### src/rtl/ncl_seq_pkg.sv
// Shared types and dual-rail helpers for the NCL adder sequencer.
// Dual-rail pair: 00 NULL, 01 logic 0, 10 logic 1, 11 illegal.
package ncl_seq_pkg;

   typedef enum logic [1:0] {
      ST_IDLE      = 2'd0,
      ST_DATA_WAIT = 2'd1,
      ST_NULL_WAIT = 2'd2,
      ST_ERR       = 2'd3
   } seq_state_e;

   localparam logic [1:0] NCL_NULL = 2'b00;
   localparam logic [1:0] NCL_D0   = 2'b01;
   localparam logic [1:0] NCL_D1   = 2'b10;
   localparam logic [1:0] NCL_ILL  = 2'b11;

   function automatic logic [1:0] dr_encode(input logic b);
      return b ? NCL_D1 : NCL_D0;
   endfunction

   function automatic logic dr_is_data(input logic [1:0] p);
      return (p == NCL_D0) || (p == NCL_D1);
   endfunction

   function automatic logic dr_is_null(input logic [1:0] p);
      return p == NCL_NULL;
   endfunction

endpackage

### src/rtl/ncl_rr_arbiter.sv
// Round-robin arbiter: grants the first requester after 'last', wrapping.
// Purely combinational; the caller registers the grant.
module ncl_rr_arbiter #(
   parameter int NREQ = 2,
   parameter int LW   = (NREQ > 1) ? $clog2(NREQ) : 1
) (
   input  logic [NREQ-1:0] req,
   input  logic [LW-1:0]   last,
   output logic [NREQ-1:0] gnt,
   output logic [LW-1:0]   gidx,
   output logic            any
);

   logic [LW-1:0] j;

   always_comb begin
      gnt  = '0;
      gidx = '0;
      any  = 1'b0;
      j    = '0;
      for (int k = 1; k <= NREQ; k++) begin
         j = LW'((int'(last) + k) % NREQ);
         if (!any && req[j]) begin
            any    = 1'b1;
            gnt[j] = 1'b1;
            gidx   = j;
         end
      end
   end

endmodule

### src/rtl/ncl_add_sequencer.sv
// Clocked controller for a dual-rail NCL ripple adder: arbitrate, DATA wave, capture, NULL wave.
// Define NCL_ADD_SYNC_EN to pass adder returns through 2-flop synchronizers.
module ncl_add_sequencer
   import ncl_seq_pkg::*;
#(
   parameter int WIDTH   = 4,
   parameter int NREQ    = 2,
   parameter int TIMEOUT = 255
) (
   input  logic                  clk,
   input  logic                  init,
   input  logic [NREQ-1:0]       req,
   input  logic [NREQ*WIDTH-1:0] a_in,
   input  logic [NREQ*WIDTH-1:0] b_in,
   input  logic [NREQ-1:0]       c_in,
   output logic [NREQ-1:0]       gnt,
   output logic                  done,
   output logic [WIDTH-1:0]      result,
   output logic                  cout,
   output logic                  err,
   output logic [2*WIDTH-1:0]    ncl_a,
   output logic [2*WIDTH-1:0]    ncl_b,
   output logic [1:0]            ncl_cin,
   input  logic [2*WIDTH-1:0]    ncl_sum,
   input  logic [1:0]            ncl_cout,
   input  logic [WIDTH-1:0]      ncl_ack,
   output logic                  out_comp,
   output logic [1:0]            dbg_state
);

   localparam int LW = (NREQ > 1) ? $clog2(NREQ) : 1;
   localparam int CW = $clog2(TIMEOUT + 1);

   seq_state_e         state;
   logic [LW-1:0]      last, cur;
   logic [CW-1:0]      cnt;
   logic [2*WIDTH-1:0] samp_sum;
   logic [1:0]         samp_cout;
   logic [WIDTH-1:0]   samp_ack;
   logic               data_now, null_now, ill_now, data_q, null_q;
   logic [WIDTH-1:0]   cap_sum, op_a, op_b;
   logic [2*WIDTH-1:0] enc_a, enc_b;
   logic [NREQ-1:0]    arb_gnt;
   logic [LW-1:0]      arb_idx;
   logic               arb_any;

   assign dbg_state = state;

   ncl_rr_arbiter #(.NREQ(NREQ), .LW(LW)) u_arb (
      .req  (req),
      .last (last),
      .gnt  (arb_gnt),
      .gidx (arb_idx),
      .any  (arb_any)
   );

`ifdef NCL_ADD_SYNC_EN
   logic [2*WIDTH-1:0] meta_sum;
   logic [1:0]         meta_cout;
   logic [WIDTH-1:0]   meta_ack;

   always_ff @(posedge clk or posedge init) begin
      if (init) begin
         meta_sum  <= '0;
         meta_cout <= '0;
         meta_ack  <= '0;
         samp_sum  <= '0;
         samp_cout <= '0;
         samp_ack  <= '0;
      end else begin
         meta_sum  <= ncl_sum;
         meta_cout <= ncl_cout;
         meta_ack  <= ncl_ack;
         samp_sum  <= meta_sum;
         samp_cout <= meta_cout;
         samp_ack  <= meta_ack;
      end
   end
`else
   always_ff @(posedge clk or posedge init) begin
      if (init) begin
         samp_sum  <= '0;
         samp_cout <= '0;
         samp_ack  <= '0;
      end else begin
         samp_sum  <= ncl_sum;
         samp_cout <= ncl_cout;
         samp_ack  <= ncl_ack;
      end
   end
`endif

   // Completeness of the current sample; a wave only counts once seen on two samples in a row.
   always_comb begin
      data_now = dr_is_data(samp_cout) && (&samp_ack);
      null_now = dr_is_null(samp_cout) && (samp_ack == '0);
      ill_now  = (samp_cout == NCL_ILL);
      cap_sum  = '0;
      op_a     = a_in[int'(arb_idx)*WIDTH +: WIDTH];
      op_b     = b_in[int'(arb_idx)*WIDTH +: WIDTH];
      enc_a    = '0;
      enc_b    = '0;
      for (int i = 0; i < WIDTH; i++) begin
         data_now = data_now && dr_is_data(samp_sum[2*i +: 2]);
         null_now = null_now && dr_is_null(samp_sum[2*i +: 2]);
         ill_now  = ill_now || (samp_sum[2*i +: 2] == NCL_ILL);
         cap_sum[i]      = samp_sum[2*i+1];
         enc_a[2*i +: 2] = dr_encode(op_a[i]);
         enc_b[2*i +: 2] = dr_encode(op_b[i]);
      end
   end

   always_ff @(posedge clk or posedge init) begin
      if (init) begin
         data_q <= 1'b0;
         null_q <= 1'b0;
      end else begin
         data_q <= data_now;
         null_q <= null_now;
      end
   end

   always_ff @(posedge clk or posedge init) begin
      if (init) begin
         state    <= ST_IDLE;
         last     <= LW'(NREQ - 1);
         cur      <= '0;
         cnt      <= '0;
         gnt      <= '0;
         done     <= 1'b0;
         result   <= '0;
         cout     <= 1'b0;
         err      <= 1'b0;
         ncl_a    <= '0;
         ncl_b    <= '0;
         ncl_cin  <= NCL_NULL;
         out_comp <= 1'b0;
      end else begin
         done <= 1'b0;
         case (state)
            ST_IDLE: begin
               if (arb_any) begin
                  gnt     <= arb_gnt;
                  cur     <= arb_idx;
                  ncl_a   <= enc_a;
                  ncl_b   <= enc_b;
                  ncl_cin <= dr_encode(c_in[arb_idx]);
                  cnt     <= '0;
                  state   <= ST_DATA_WAIT;
               end
            end
            ST_DATA_WAIT, ST_NULL_WAIT: begin
               if (ill_now || (cnt == CW'(TIMEOUT - 1))) begin
                  state    <= ST_ERR;
                  err      <= 1'b1;
                  gnt      <= '0;
                  ncl_a    <= '0;
                  ncl_b    <= '0;
                  ncl_cin  <= NCL_NULL;
                  out_comp <= 1'b1;
               end else if (state == ST_DATA_WAIT && data_now && data_q) begin
                  result   <= cap_sum;
                  cout     <= samp_cout[1];
                  out_comp <= 1'b1;
                  ncl_a    <= '0;
                  ncl_b    <= '0;
                  ncl_cin  <= NCL_NULL;
                  cnt      <= '0;
                  state    <= ST_NULL_WAIT;
               end else if (state == ST_NULL_WAIT && null_now && null_q) begin
                  out_comp <= 1'b0;
                  done     <= 1'b1;
                  gnt      <= '0;
                  last     <= cur;
                  state    <= ST_IDLE;
               end else begin
                  cnt <= cnt + 1'b1;
               end
            end
            default: begin
               // Fault is sticky: only init leaves here.
               state <= ST_ERR;
            end
         endcase
      end
   end

endmodule

### config.mk
export PLATFORM = sky130hd
export DESIGN_NAME = ncl_add_sequencer
export DESIGN_NICKNAME = d
export VERILOG_FILES = /design/src/rtl/ncl_seq_pkg.sv /design/src/rtl/ncl_rr_arbiter.sv /design/src/rtl/ncl_add_sequencer.sv
export SDC_FILE = /design/constraint.sdc
export NUM_CORES = 1
export LEC_CHECK = 0
export ABC_AREA = 1
export CAP_MARGIN = 0
export CORE_ASPECT_RATIO = 1.5
export CORE_MARGIN = 1
export CORE_UTILIZATION = 40
export CTS_CLUSTER_DIAMETER = 200
export CTS_CLUSTER_SIZE = 25
export DETAILED_ROUTE_END_ITERATION = 7
export GPL_TIMING_DRIVEN = 0
export PLACE_DENSITY_LB_ADDON = 0.1
export SKIP_CTS_REPAIR_TIMING = 1
export SYNTH_ARGS = -nofsm -noshare
export SYNTH_HDL_FRONTEND = slang
export SYNTH_HIERARCHICAL = 1
export SYNTH_SLANG_ARGS = --single-unit
### constraint.sdc
create_clock -name clk -period 1.79 [get_ports clk]
set_input_delay 0.537 -clock clk [delete_from_list [all_inputs] [get_ports clk]]
set_output_delay 0.537 -clock clk [all_outputs]
set_load 0.05 [all_outputs]
# == Yosys cells after proc, flatten, opt, wreduce, memory -nomap -nowiden ==
# Index checks and enable logic that the tools add are counted.
# totals
output_inout_bits,30
regBits,56
wordCells,160
in_bits,36
# classes
n_shift,2
magnitude_cmp,5
n_mux,56
bitwise,3
n_reduce_logical,48
eq_ne,25
n_addsub,3
# ops
operator,count
$mux W8,8
$pmux W8 S2,3
$mux W2,21
$eq A2 B2 Y1 const B,11
$mux W1,19
$logic_and A1 B1 Y1,17
$reduce_and A4 Y1,4
$shiftx A8 B4 Y4,2
$eq A2 B1 Y1 const B,6
$logic_not A2 Y1,6
$ne A3 B3 Y1 const B,4
$pmux W2 S2,3
$logic_or A1 B1 Y1,10
$add A8 B1 Y8 const B,1
$eq A8 B8 Y1 const B,1
$reduce_and A2 Y1,4
$lt A1 B2 Y1 const B,3
$reduce_and A3 Y1,2
$logic_not A4 Y1,1
$ne A2 B2 Y1 const B,2
$ne A4 B4 Y1 const B,1
$reduce_bool A3 Y1,1
$add A1 B1 Y1 const B,2
$demux W1 S1,2
other kinds (6),8

# == Logic depth before layout (Yosys ltp) ==
# logic_depth
depth_word,12
ltp_mapped,14
ltp_nobuf,14

# == Cells and area by module ==
# Netlist, hierarchy kept.
# modules_own_cells
module,area_per_inst_um2,seq_area_each_um2,cells_per_inst,n_inst
ncl_add_sequencer,2894.0,1402.6,343,1
ncl_rr_arbiter,30.0,0.0,7,1

# == Worst setup path before layout ==
# OpenSTA, ideal clock, no wires.
# synth_timing
path_kind,register to register
start,register state[0] (netlist: dbg_state[0])
end,register ncl_a[3]
setup_time_ps,66
n_path_buf,1
period_less_slack_ps,1976
required_time_ps,1724
arrival_time_ps,1910
path_stages_with_launch,8
path_slack_ps,-186
cell_sequence,dfrtp_1 -> inv_1 -> ha_1 -> inv_1 -> nand2_1 -> clkbuf_1 -> nand4_1 -> nand2_1
# synth_between
elab_chain_len,5
word_cells_on_any_way,11
cone_classes,eq/ne (4); mux (1); reduce/logical (6)
# synth_lines
item,line_no,rtl
start: declaration,ncl_add_sequencer.sv:34,seq_state_e state;
start signal: assignment,ncl_add_sequencer.sv:125,state <= ST_IDLE;
start signal: assignment,ncl_add_sequencer.sv:149,state <= ST_DATA_WAIT;
start signal: assignment,ncl_add_sequencer.sv:154,state <= ST_ERR;
$eq A2 B1 Y1,"ncl_add_sequencer.sv:140, ncl_add_sequencer.sv:161",
$logic_and A1 B1 Y1 (2 in series),ncl_add_sequencer.sv:161,end else if (state == ST_DATA_WAIT && data_now && data_q) begin
$ne A3 B3 Y1 (no line),n/a,
$reduce_and A3 Y1 (no line),n/a,
end signal: assignment,ncl_add_sequencer.sv:145,ncl_a <= enc_a;
end: declaration,ncl_add_sequencer.sv:21,"output logic [2*WIDTH-1:0] ncl_a,"
# Parallel ways exist; a longest one is shown, timed or not.
# A chain may end at the register's enable or synchronous reset.

# == Worst setup path in the final report ==
# layout_timing
start,register samp_sum[7]
end,register ncl_b[7]
# layout_between
elab_chain_len,7
word_cells_on_any_way,13
cone_classes,eq/ne (4); mux (2); reduce/logical (7)
# layout_lines
item,line_no,rtl
start: declaration,ncl_add_sequencer.sv:37,logic [2*WIDTH-1:0] samp_sum;
start signal: assignment,ncl_add_sequencer.sv:86,samp_sum <= ncl_sum;
$eq A2 B1 Y1 or $eq A2 B2 Y1 (tied branches),ncl_seq_pkg.sv:22,return (p == NCL_D0) || (p == NCL_D1);
$logic_or A1 B1 Y1,ncl_seq_pkg.sv:22,
$logic_and A1 B1 Y1,ncl_add_sequencer.sv:104,data_now = data_now && dr_is_data(samp_sum[2*i +: 2]);
$logic_and A1 B1 Y1 (2 in series),ncl_add_sequencer.sv:161,
$ne A3 B3 Y1 (no line),n/a,
$reduce_and A3 Y1 (no line),n/a,
end signal: assignment,ncl_add_sequencer.sv:146,ncl_b <= enc_b;
end: declaration,ncl_add_sequencer.sv:22,"output logic [2*WIDTH-1:0] ncl_b,"
# Parallel ways exist; a longest one is shown, timed or not.

==> impl_summary.log <==
[metrics] required time reported for the critical path endpoint: slightly below 2000 ps
[metrics] startpoint of the most critical setup path: samp_sum[7]
[metrics] count of unique library cells instantiated by Yosys: 32
[metrics] sink count of the clock tree: 56
[metrics] data arrival time of the worst path: between 2000 and 2500 ps
[metrics] number of primary I/O pins: 66
[metrics] row count: 37
[metrics] Reg-to-Reg Start: samp_sum[7]
[metrics] share of synthesized flip-flops with an asynchronous set or reset: between 90% and 100%
[metrics] critical path's largest stage delay: about 360 ps
[metrics] maximum buffer depth of the clock tree: 2
[metrics] root buf cell: sky130_fd_sc_hd__clkbuf_8
[metrics] maximum clock frequency: ~550 MHz
[metrics] average instance area after synthesis: ~8.4 sq um
[metrics] wire length of the first global-routing pass: between 10,000 and 15,000 um
[metrics] DRC violation count after routing: 0
[metrics] logic depth of the worst path, buffers included: 12
[metrics] least setup slack across all paths after layout: -30.9 ps
[metrics] most used flip-flop cell after synthesis: sky130_fd_sc_hd__dfrtp_1
[metrics] smallest hold slack: 466 ps
[metrics] Initial DRC Count: between 100 and 150
[metrics] Critical Path Most Common Cell: sky130_fd_sc_hd__nand2_2
[metrics] final critical path time including I/O delays and setup: around 1800 ps
[metrics] count of flip-flops with a built-in enable after synthesis: 0
[metrics] dominant delay contributor by cell family on the critical path: simple AND/OR/NAND/NOR gates
[metrics] last element of the critical path: ncl_b[7]
[metrics] CTS clk-pin slew, worst paths: 100 ps
[metrics] number of cells produced by synthesis: 350
[metrics] element type at the critical path start: flop
[metrics] Layout Cells excl Fill: 511
[metrics] max-cap check violation count: 0
[metrics] worst slew margin relative to its limit: approximately 64%
[metrics] kind of path behind the tightest hold check: flop to flop
[metrics] largest net degree at the start of global routing: 57
[metrics] via count of the first global-routing pass: around 2.1k
[metrics] initial antenna violation count: 0
[metrics] total clock buffers created by CTS: 5
[metrics] number of routed nets with antenna violations: 0
[metrics] latest clock arrival within the worst-skew pair: between 300 and 400 ps
[metrics] First-pass DRT Iterations: 4
[metrics] total nets after synthesis: 402
[metrics] most repeated cell in the gate-level netlist after synthesis: sky130_fd_sc_hd__nand2_1
[metrics] summed area of non-filler cells in the final layout: about 4300 sq um
[metrics] Starting Density: between 40 and 50%
[metrics] placed instance count: roughly 490
[metrics] Setup TNS: -217 ps
[metrics] diodes inserted: 0
[metrics] placement-stage cell area: 3680 sq um
[metrics] average wire length per cell after detail routing: 13.2 um
[metrics] total buffers and inverters traversed by the critical path: 3
[metrics] total routing resource utilization after global routing: approximately 17%
[metrics] number of pins exceeding their max-slew limit in the final report: 0
[metrics] sum of overflow across all layers after global routing: 0
[metrics] power consumption: between 6 and 7 mW
[metrics] RSZ-0062 raised after global routing: true
[metrics] final core utilization: around three fifths
[metrics] Chip Height: between 100 and 150 um
[metrics] Die ar.: ~7700 sq um
[metrics] critical path's slowest cell: sky130_fd_sc_hd__dfrtp_1
[metrics] Worst Setup Path Type: flop to flop
[metrics] share of cells above drive strength 1: 23.3%
[metrics] ordered list of cells on the worst path: inv_1, ha_1, nand2_2, nor2_4, nand4_4, nand2_4, inv_8, nand2_8, nand3_4, clkbuf_16, nand2_2, nand2_1
[metrics] Critical Path Sink Type: flop
[metrics] register-to-register setup slack: -30 ps
[metrics] total number of vias: 2,512
[metrics] final count of negative-setup-slack endpoints: 13
[metrics] Reg-to-Reg End: ncl_b[7]
[metrics] share of the synthesized area in the top cell type: a little under half
[metrics] final hold violation count: 0
[metrics] maximum vdd ir drop: ~0.64 mV
[metrics] DIE WIDTH: a little over 70 um
[metrics] drt via density: 4.92
[metrics] result of the run: finished with violations
[metrics] Mapped Area: 2920 sq um
[metrics] clock skew: 7.67 ps
[metrics] cell area power density: between 1000 and 1500 nW/um^2
[metrics] final weighted congestion of routability-driven global placement: approximately 0.78
[metrics] sequential area share after synthesis: a little under half
[metrics] level count of the clock H-tree: 2
[metrics] Leakage: between 2 and 2.5 nW
[metrics] crit share post-route: 102%
[metrics] Post-synth top cells: sky130_fd_sc_hd__nand2_1, sky130_fd_sc_hd__dfrtp_1, sky130_fd_sc_hd__inv_1
[metrics] count of cells along the worst register-to-register path: 12
[metrics] Detailed Place HPWL: approximately 4500 um
[metrics] pre-CTS WS: -413 ps
[metrics] Placeable Area: between 6000 and 7000 sq um
[metrics] synthesis-to-finish area growth: 46.0%
[metrics] Nets: approximately 480
[metrics] Syn. warnings: 6
[metrics] top cells by area in the synthesized netlist: sky130_fd_sc_hd__dfrtp_1, sky130_fd_sc_hd__nand2_1, sky130_fd_sc_hd__ha_1, sky130_fd_sc_hd__inv_1, sky130_fd_sc_hd__nand4_1
[metrics] failing checks: setup timing
[metrics] sum of routed wire length over all layers: 6720 um
[metrics] actual transition at the worst max-transition pin: 534 ps
[metrics] biggest area consumer among synthesized cells: sky130_fd_sc_hd__dfrtp_1
[metrics] CTS tree: yes
[metrics] count of input and output buffers: 65
[metrics] Seq cells post-synth: 56
[metrics] maximum fanout along the worst path: 5
## cell families after synthesis
| group | after synthesis | share of synthesized area (%) |
|---|---|---|
| compound gates | 24 | 4.49 |
| fa+ha+maj | 16 | 6.85 |
| buf+inv | 55 | 8.09 |
| flops | 56 | 48.0 |
| mux | 6 | 2.05 |
| simple gates | 193 | 30.6 |
## state kept, by name, indices dropped and copies added (netlist names), 2 cells and up
name,cells
cnt,8
ncl_cin,2
gnt,2
ncl_a,8
ncl_b,8
dbg_state,2
samp_cout,2
result,4
samp_ack,4
samp_sum,8
## worst min path at each step
stage	from	to	slack, ps	cells past startpoint
floorplan	cur	last	440	2
global placement	err	err	450	2
detailed placement	err	err	460	2
CTS	ncl_a[6]	ncl_a[6]	480	2
global route	err	err	500	2
finish	err	err	470	2
## per-layer routing
layer,vias up,wire (um),global-route usage (%)
li1,1275,-,-
met1,1180,2860,21.4
met2,50,3560,28.6
met3,7,223,2.82
met4,0,70,4.76
met5,-,0,0
## worst reg2reg max path: stages, from the launching register on
cell and delay (ps):
sky130_fd_sc_hd__dfrtp_1 360, sky130_fd_sc_hd__inv_1 60, sky130_fd_sc_hd__ha_1 300, sky130_fd_sc_hd__nand2_2 100, sky130_fd_sc_hd__nor2_4 120, sky130_fd_sc_hd__nand4_4 120
sky130_fd_sc_hd__nand2_4 130, sky130_fd_sc_hd__inv_8 50, sky130_fd_sc_hd__nand2_8 80, sky130_fd_sc_hd__nand3_4 120, sky130_fd_sc_hd__clkbuf_16 200, sky130_fd_sc_hd__nand2_2 50
sky130_fd_sc_hd__nand2_1 50
## layout by cell type (no fill, tap or decap), drive strengths merged
cell type	count
o211ai	1
buf	17
a31oi	1
nand2	115
dlymetal6s2s	31
ha	16
nand3	12
nor2	32
dfrtp	55
nand4	22
or2	2
nor3b	1
nor3	2
clkinv	2
nand3b	1
a21oi	8
mux2i	6
clkbuf	9
clkdlybuf4s50	34
clkinvlp	1
and2	6
o21ai	14
dfstp	1
inv	43
bufinv	1
## cell type report
class	instances	area, sq um
Fill cell	624	2680
Inverter	45	185
Multi-Input combinational cell	239	1540
Timing Repair Buffer	75	856
Clock inverter	2	35.0
Buffer	10	81.3
Tap cell	78	97.6
Clock buffer	6	72.6
Sequential cell	56	1410
## power by group
| part | leakage [nW] | internal, mW | switching [mW] |
|---|---|---|---|
| logic | 1.68 | 1.47 | 2.33 |
| registers | 0.701 | 1.54 | 0.215 |
| clock network | 0.0552 | 0.416 | 0.399 |
No activity file was read; power rests on OpenSTA's default activity.
